File: config.mk
export PLATFORM = sky130hd
export DESIGN_NAME = uart_rx_fsm
export DESIGN_NICKNAME = d
export VERILOG_FILES = /design/src/rtl/uart_rx_fsm_pkg.sv /design/src/rtl/uart_rx_fsm_edge_bit_counter.sv /design/src/rtl/uart_rx_fsm.sv
export SDC_FILE = /design/constraint.sdc
export NUM_CORES = 1
export LEC_CHECK = 0
export CAP_MARGIN = 5
export CORE_ASPECT_RATIO = 0.9
export CORE_MARGIN = 2
export CORE_UTILIZATION = 31
export DETAILED_ROUTE_END_ITERATION = 6
export MAX_ROUTING_LAYER = met4
export PLACE_DENSITY = 0.58
export SETUP_SLACK_MARGIN = 0.02
export SYNTH_ARGS = -nofsm -noshare
export SYNTH_HDL_FRONTEND = slang
export SYNTH_SLANG_ARGS = --single-unit
export TNS_END_PERCENT = 100
File: constraint.sdc
create_clock -name clk -period 3.9 [get_ports clk]
set_input_delay 0.78 -clock clk [delete_from_list [all_inputs] [get_ports clk]]
set_output_delay 0.78 -clock clk [all_outputs]
set_load 0.02 [all_outputs]
File: src/rtl/uart_rx_fsm_pkg.sv
// rtl/uart_rx_fsm_pkg.sv - shared UART receiver definitions: states, frame size, check point
package uart_rx_fsm_pkg;

    localparam int UART_DATA_BITS = 8;
    localparam int CHECK_OFFSET   = 2;

    typedef enum logic [4:0] {
        IDLE   = 5'b00001,
        START  = 5'b00010,
        DATA   = 5'b00100,
        PARITY = 5'b01000,
        STOP   = 5'b10000
    } state_t;

    // Oversample edge at which the sampled bit is settled (Prescale/2+2).
    function automatic logic [5:0] check_point(input logic [5:0] prescale);
        return (prescale >> 1) + 6'(CHECK_OFFSET);
    endfunction

endpackage

File: src/rtl/uart_rx_fsm_edge_bit_counter.sv
// rtl/uart_rx_fsm_edge_bit_counter.sv - oversample edge counter and frame bit counter
module edge_bit_counter #(
    parameter int EDGE_W = 5,
    parameter int BIT_W  = 4
) (
    input  logic              clk,
    input  logic              rst,
    input  logic              enable,
    input  logic              clear,
    input  logic [5:0]        Prescale,
    output logic [EDGE_W-1:0] edge_count,
    output logic [BIT_W-1:0]  bit_count,
    output logic              bit_end
);

    localparam int CW = (EDGE_W > 6) ? EDGE_W : 6;

    logic [CW-1:0] edge_ext;
    logic [CW-1:0] edge_last;

    assign edge_ext  = CW'(edge_count);
    assign edge_last = CW'(Prescale) - CW'(1);
    assign bit_end   = enable && (edge_ext == edge_last);

    always_ff @(posedge clk or negedge rst) begin
        if (!rst) begin
            edge_count <= '0;
            bit_count  <= '0;
        end else if (!enable || clear) begin
            edge_count <= '0;
            bit_count  <= '0;
        end else if (bit_end) begin
            edge_count <= '0;
            bit_count  <= bit_count + BIT_W'(1);
        end else begin
            edge_count <= edge_count + EDGE_W'(1);
        end
    end

endmodule

File: src/rtl/uart_rx_fsm.sv
// rtl/uart_rx_fsm.sv - UART receive frame controller: sequences start/data/parity/stop bits
module uart_rx_fsm
    import uart_rx_fsm_pkg::*;
#(
    parameter int DATA_BITS = UART_DATA_BITS,
    parameter int EDGE_W    = 5,
    parameter int BIT_W     = 4
) (
    input  logic              clk,
    input  logic              rst,
    input  logic              RX_IN,
    input  logic              PAR_EN,
    input  logic [5:0]        Prescale,
    input  logic              par_err,
    input  logic              strt_glitch,
    input  logic              stp_err,
    output logic [EDGE_W-1:0] edge_count,
    output logic [BIT_W-1:0]  bit_count,
    output logic              dat_samp_en,
    output logic              deser_en,
    output logic              strt_chk_en,
    output logic              par_chk_en,
    output logic              stp_chk_en,
    output logic              data_valid,
    output logic              frame_err
);

    state_t state;
    state_t next_state;
    logic   par_en_q;
    logic   data_valid_q;
    logic   frame_err_q;
    logic   bit_end;
    logic   cnt_enable;
    logic   cnt_clear;
    logic   frame_end;
    logic   err;
    logic   frame_start;

    assign cnt_enable  = (state != IDLE);
    // Counters restart on any return to IDLE and on a back-to-back STOP->START.
    assign cnt_clear   = (next_state == IDLE) || ((state == STOP) && bit_end);
    assign frame_end   = (state == STOP) && bit_end;
    assign err         = stp_err | (par_en_q & par_err);
    assign frame_start = (next_state == START) && (state != START);

    edge_bit_counter #(
        .EDGE_W (EDGE_W),
        .BIT_W  (BIT_W)
    ) u_counter (
        .clk        (clk),
        .rst        (rst),
        .enable     (cnt_enable),
        .clear      (cnt_clear),
        .Prescale   (Prescale),
        .edge_count (edge_count),
        .bit_count  (bit_count),
        .bit_end    (bit_end)
    );

    always_ff @(posedge clk or negedge rst) begin
        if (!rst) begin
            state        <= IDLE;
            par_en_q     <= 1'b0;
            data_valid_q <= 1'b0;
            frame_err_q  <= 1'b0;
        end else begin
            state        <= next_state;
            data_valid_q <= frame_end & ~err;
            frame_err_q  <= frame_end & err;
            if (frame_start) begin
                par_en_q <= PAR_EN;
            end
        end
    end

    always_comb begin
        next_state = state;
        case (state)
            IDLE: begin
                if (!RX_IN) next_state = START;
            end
            START: begin
                if (bit_end) next_state = strt_glitch ? IDLE : DATA;
            end
            DATA: begin
                if (bit_end && (bit_count == BIT_W'(DATA_BITS)))
                    next_state = par_en_q ? PARITY : STOP;
            end
            PARITY: begin
                if (bit_end) next_state = STOP;
            end
            STOP: begin
                if (bit_end) next_state = RX_IN ? IDLE : START;
            end
            default: next_state = IDLE;
        endcase
    end

    always_comb begin
        dat_samp_en = (state != IDLE);
        strt_chk_en = (state == START);
        par_chk_en  = (state == PARITY);
        stp_chk_en  = (state == STOP);
        deser_en    = (state == DATA) && (6'(edge_count) == check_point(Prescale));
        data_valid  = data_valid_q;
        frame_err   = frame_err_q;
    end

endmodule

# Word level (Yosys, flattened, before mapping)
# Index checks and enable logic that the tools add are counted.
# op_classes
n_eq_ne	12
bitwise_logic	5
n_reduce_logical	9
addsub	4
muxes	13
# op_table
op	count
5-bit two-way mux	8
5-bit one-hot mux with 5 select lines	1
5-bit by 6-bit == test with 1-bit output	2
5-bit by 1-bit == test with 1-bit output (second input constant)	2
5-bit by 2-bit == test with 1-bit output (second input constant)	2
4-bit two-way mux	2
5-bit by 2-bit adder with 6-bit output (second input constant)	1
6-bit by 1-bit subtractor with 6-bit output (second input constant)	1
5-bit by 1-bit adder with 5-bit output (second input constant)	1
5-bit by 3-bit == test with 1-bit output (second input constant)	1
5-bit by 4-bit == test with 1-bit output (second input constant)	1
5-bit == test (second input constant)	1
1-bit logical AND	5
5-bit by 1-bit != test with 1-bit output (second input constant)	1
5-bit by 2-bit != test with 1-bit output (second input constant)	1
4-bit by 1-bit adder with 4-bit output (second input constant)	1
4-bit == test (second input constant)	1
1-bit bitwise AND	3
3-bit two-way mux	1
1-bit logical OR	2
2-bit two-way mux	1
2-bit nonzero test	1
1-bit zero test	1
1-bit NOT	1
1-bit OR	1
# word_totals
reg_bits	17
in_bits	13
elab_cells	49
output_inout_bits	16

# Depth between registers and ports, before layout
# logic_depth
ltp_word	10
depth_mapped	8
mapped_depth_nobuf	7

# Hierarchy
# From an unflattened synthesis, not the netlist that was laid out.
# hier_totals
cells_unflattened	128
area_unflattened_um2	1177.4
# modules_own_cells
mod	seq_area_each_um2	area_each_um2	cells_per_inst	instances
edge_bit_counter	225.2	593.1	61	1
uart_rx_fsm	201.4	584.3	67	1

# Worst setup path before layout
# Ideal clock, no wire load.
# synth_timing
path_type	in2out
start	input port Prescale[2]
end	output port deser_en
arrival_time_ps	2253
stages	5
t_required_ps	3120
n_path_buf	0
path_slack_ps	867
cell_sequence	ha_1 nand2b_1 a221o_1 o311a_1 nor4_1
# synth_between
elab_chain_cells	3
# synth_lines
element	line_no	text
start: declaration	uart_rx_fsm.sv:13	input logic [5:0] Prescale,
5-bit by 2-bit adder with 6-bit output	uart_rx_fsm_pkg.sv:17	return (prescale >> 1) + 6'(CHECK_OFFSET);
5-bit by 6-bit == test with 1-bit output	uart_rx_fsm.sv:105	deser_en = (state == DATA) && (6'(edge_count) == check_point(Prescale));
1-bit logical AND	uart_rx_fsm.sv:105	
end: declaration	uart_rx_fsm.sv:20	output logic deser_en,
# Every way passes these cells.

# Worst setup path after layout
# layout_timing
start	input port Prescale[3]
end	output port deser_en
# The elaborated chain is that of the path after synthesis.

==> impl_metrics.json <==
{
  "status": "complete, no violations",
  "critPathMaxFanout": 2,
  "antenna_left": 0,
  "tritoncts": "yes",
  "drive_gt1_share_pct": 6.67,
  "design_area_sq_um": 1720,
  "cp_common_cell": "clkdlybuf4s50_1",
  "crit_family": "buffers and inverters",
  "fmax_ghz": 0.268,
  "hpwl_um": 2640,
  "powerDensity_nw_per_um2": 330,
  "yosysUniqueCellTypes": 45,
  "synthFlopType": "dfrtp_1",
  "syn-num-nets": 172,
  "path_clk_slew_ns": 0.07,
  "syn_area_per_cell_sq_um": 8.91,
  "io_buffers": 28,
  "drc": 0,
  "grt_pass1_wl_um": 5580,
  "setup_violations": 0,
  "synth_area_sq_um": 1350,
  "die_area_sq_um": 4910,
  "start_kind": "primary input",
  "fin_crit_ns": 3.72,
  "cts_buffers": 3,
  "max_slew_margin_pct": 45.8,
  "clkLatencyLatePin_ns": 0.25,
  "crit_required_ns": 3.12,
  "cts.sinks": 17,
  "drtIter0Drc": 104,
  "io_pins": 29,
  "synth_seq_area_share_pct": 31.5,
  "cts_resized": 0,
  "synth_most_common_cell": "dfrtp_1",
  "htree_levels": 1,
  "cp_slowest_stage_delay_ns": 0.65,
  "arrival_ns": 2.94,
  "grt_antenna_before_repair": 0,
  "grt_overflow": 0,
  "die_x_um": 73.7,
  "wire_per_inst_um": 14.9,
  "rsz0062_at_grt": "false",
  "path_cells": "clkdlybuf4s50_1 -> ha_1 -> nand2b_1 -> a221o_1 -> o311a_1 -> nor4_1 -> clkdlybuf4s50_1",
  "core-area_sq_um": 4130,
  "cpMaxStageDelayCell": "clkdlybuf4s50_1",
  "grt_max_degree": 18,
  "clock_path_buffers": 2,
  "nNetsFinal": 201,
  "grt_pass1_vias": 1191,
  "crit_type": "primary input to output pin",
  "place_congestion": 0.844,
  "synth_common_cells": "dfrtp_1 (16), nor2_1 (12), nand2_1 (11), nand3_1 (11), xnor2_1 (10)",
  "finClkSkew_ns": 0.00637,
  "ctsHoldBuffers": 0,
  "rows": 22,
  "start_util_pct": 32.8,
  "cts_setup_buffers": 0,
  "num_antenna_cells": 0,
  "synthCells": 152,
  "dpl_cell_area_sq_um": 1680,
  "ys_seq_elements": 17,
  "worstHoldPathType": "flip-flop to flip-flop",
  "yosys-top-cells-area": "dfrtp_1 (30%), ha_1 (6.5%), xnor2_1 (6.5%)",
  "synth_edf_count": 0,
  "drt-total-wl_um": 3390,
  "crit_buf_inv": 2,
  "syn2layout_area_growth_pct": 27.2,
  "fin_crit_sh_pct": 95.5,
  "dr.pass1.iters": 4,
  "vias": 1214,
  "cp-end-kind": "output pin",
  "ys.warnings.count": 0,
  "die_y_um": 66.7,
  "report.final.slew_viol_count": 0,
  "p_leak_nw": 0.713,
  "synth_top_cell_by_area": "dfrtp_1",
  "worstMarginPinSlew_ns": 0.811,
  "max_cap_violations": 0,
  "setup_tns_ns": 0,
  "p_total_w": 0.000568,
  "dp_cells": 224,
  "synth_top_area_share_pct": 29.6,
  "fin_cells": 228,
  "async_flop_share_pct": 100,
  "vias_per_cell": 5.32,
  "vdd_drop_max_mv": 0.132,
  "cts-root-buf": "clkbuf_8",
  "hold_violations": 0,
  "grtUsageTotal_pct": 15.1
}
worst min-delay path: stages (launching register included):
cell and delay, ns:
dfrtp_1 0.42, nand2_1 0.07, mux2i_1 0.06
layout by cell type (no fill, tap or decap), types with 2 or more instances in the layout:
cell type,n
or3_1,3
nor3_1,8
clkbuf_8,3
xnor2_1,10
o2111ai_1,2
a221o_1,2
nand2b_1,6
nor2b_1,3
buf_4,2
mux2i_1,3
ha_1,7
o21a_1,2
nor4b_1,2
a21oi_1,3
o22ai_1,2
nand3b_1,2
clkdlybuf4s50_1,28
nand3_1,11
or4_1,2
nor2_1,12
nor3b_1,4
inv_1,7
and3_1,2
xor2_1,5
a21o_1,2
nand2_1,11
nor4_1,3
dfrtp_1,16
final cells by class:
| cell class | count | area [sq um] |
|---|---|---|
| Clock buffer | 4 | 45.0 |
| Fill cell | 420 | 2410 |
| Timing Repair Buffer | 30 | 295 |
| Sequential cell | 17 | 427 |
| Inverter | 7 | 26.3 |
| Tap cell | 48 | 60.1 |
| Multi-Input combinational cell | 122 | 868 |
per-stage QoR:
stage	setup WS (ns)	utilization (%)	hold WS, ns
after floorplan	0.867	-	0.484
after global placement	0.214	40.6	0.565
after detailed placement	0.164	40.6	0.580
after CTS	0.155	41.7	0.586
after global routing	0.0527	41.7	0.622
final	0.176	41.7	0.587
layer usage:
| metal | up-vias | share of wire, % | GRT usage, % |
|---|---|---|---|
| met1 | 586 | 47 | 18.8 |
| met2 | 21 | 50 | 25.9 |
| met3 | 2 | 2.5 | 2.72 |
| met5 | - | 0 | - |
| li1 | 605 | - | - |
| met4 | 0 | 0.35 | 2.73 |
cells by family (layout without fill, tap and decap cells):
family                   Yosys count  in the layout  share of synthesized area [%]
AO/OA/AOI/OAI                     21             21                           13.3
adder cells (fa/ha/maj)            7              7                           6.47
AND/OR/NAND/NOR                   74             74                           30.1
flip-flops                        17             17                           31.5
XOR/XNOR                          16             16                           10.9
buffers and inverters             13             41                           4.34
multiplexers                       4              4                           3.33
state kept, by name (all words and copies together) (netlist names):
register,count
data_valid,1
frame_err,1
par_en_q,1
state,5
u_counter.bit_count,4
u_counter.edge_count,5
path summary, 6_finish.rpt:
kind / depth (start not counted) / slack [ns] / startpoint / endpoint
setup / recovery: 7 / 0.18 / Prescale[3] / deser_en
hold / removal: 2 / 0.59 / par_en_q / state[3]
setup reg to reg: 5 / 1.70 / state[3] / state[4]
hold reg to reg: 2 / 0.59 / par_en_q / state[3]
max in group asynchronous: 1 / 2.40 / rst / u_counter.edge_count[0]
min in group asynchronous: 1 / 0.99 / rst / u_counter.edge_count[4]
power breakdown:
part	internal (W)	leakage, nW	switching [W]	total, W
Clock	0.0000726	0.0228	0.0000625	0.000135
Combinational	0.0000937	0.459	0.000109	0.000203
Sequential	0.000198	0.231	0.0000317	0.000230
Power figures use the tool's default switching activity.
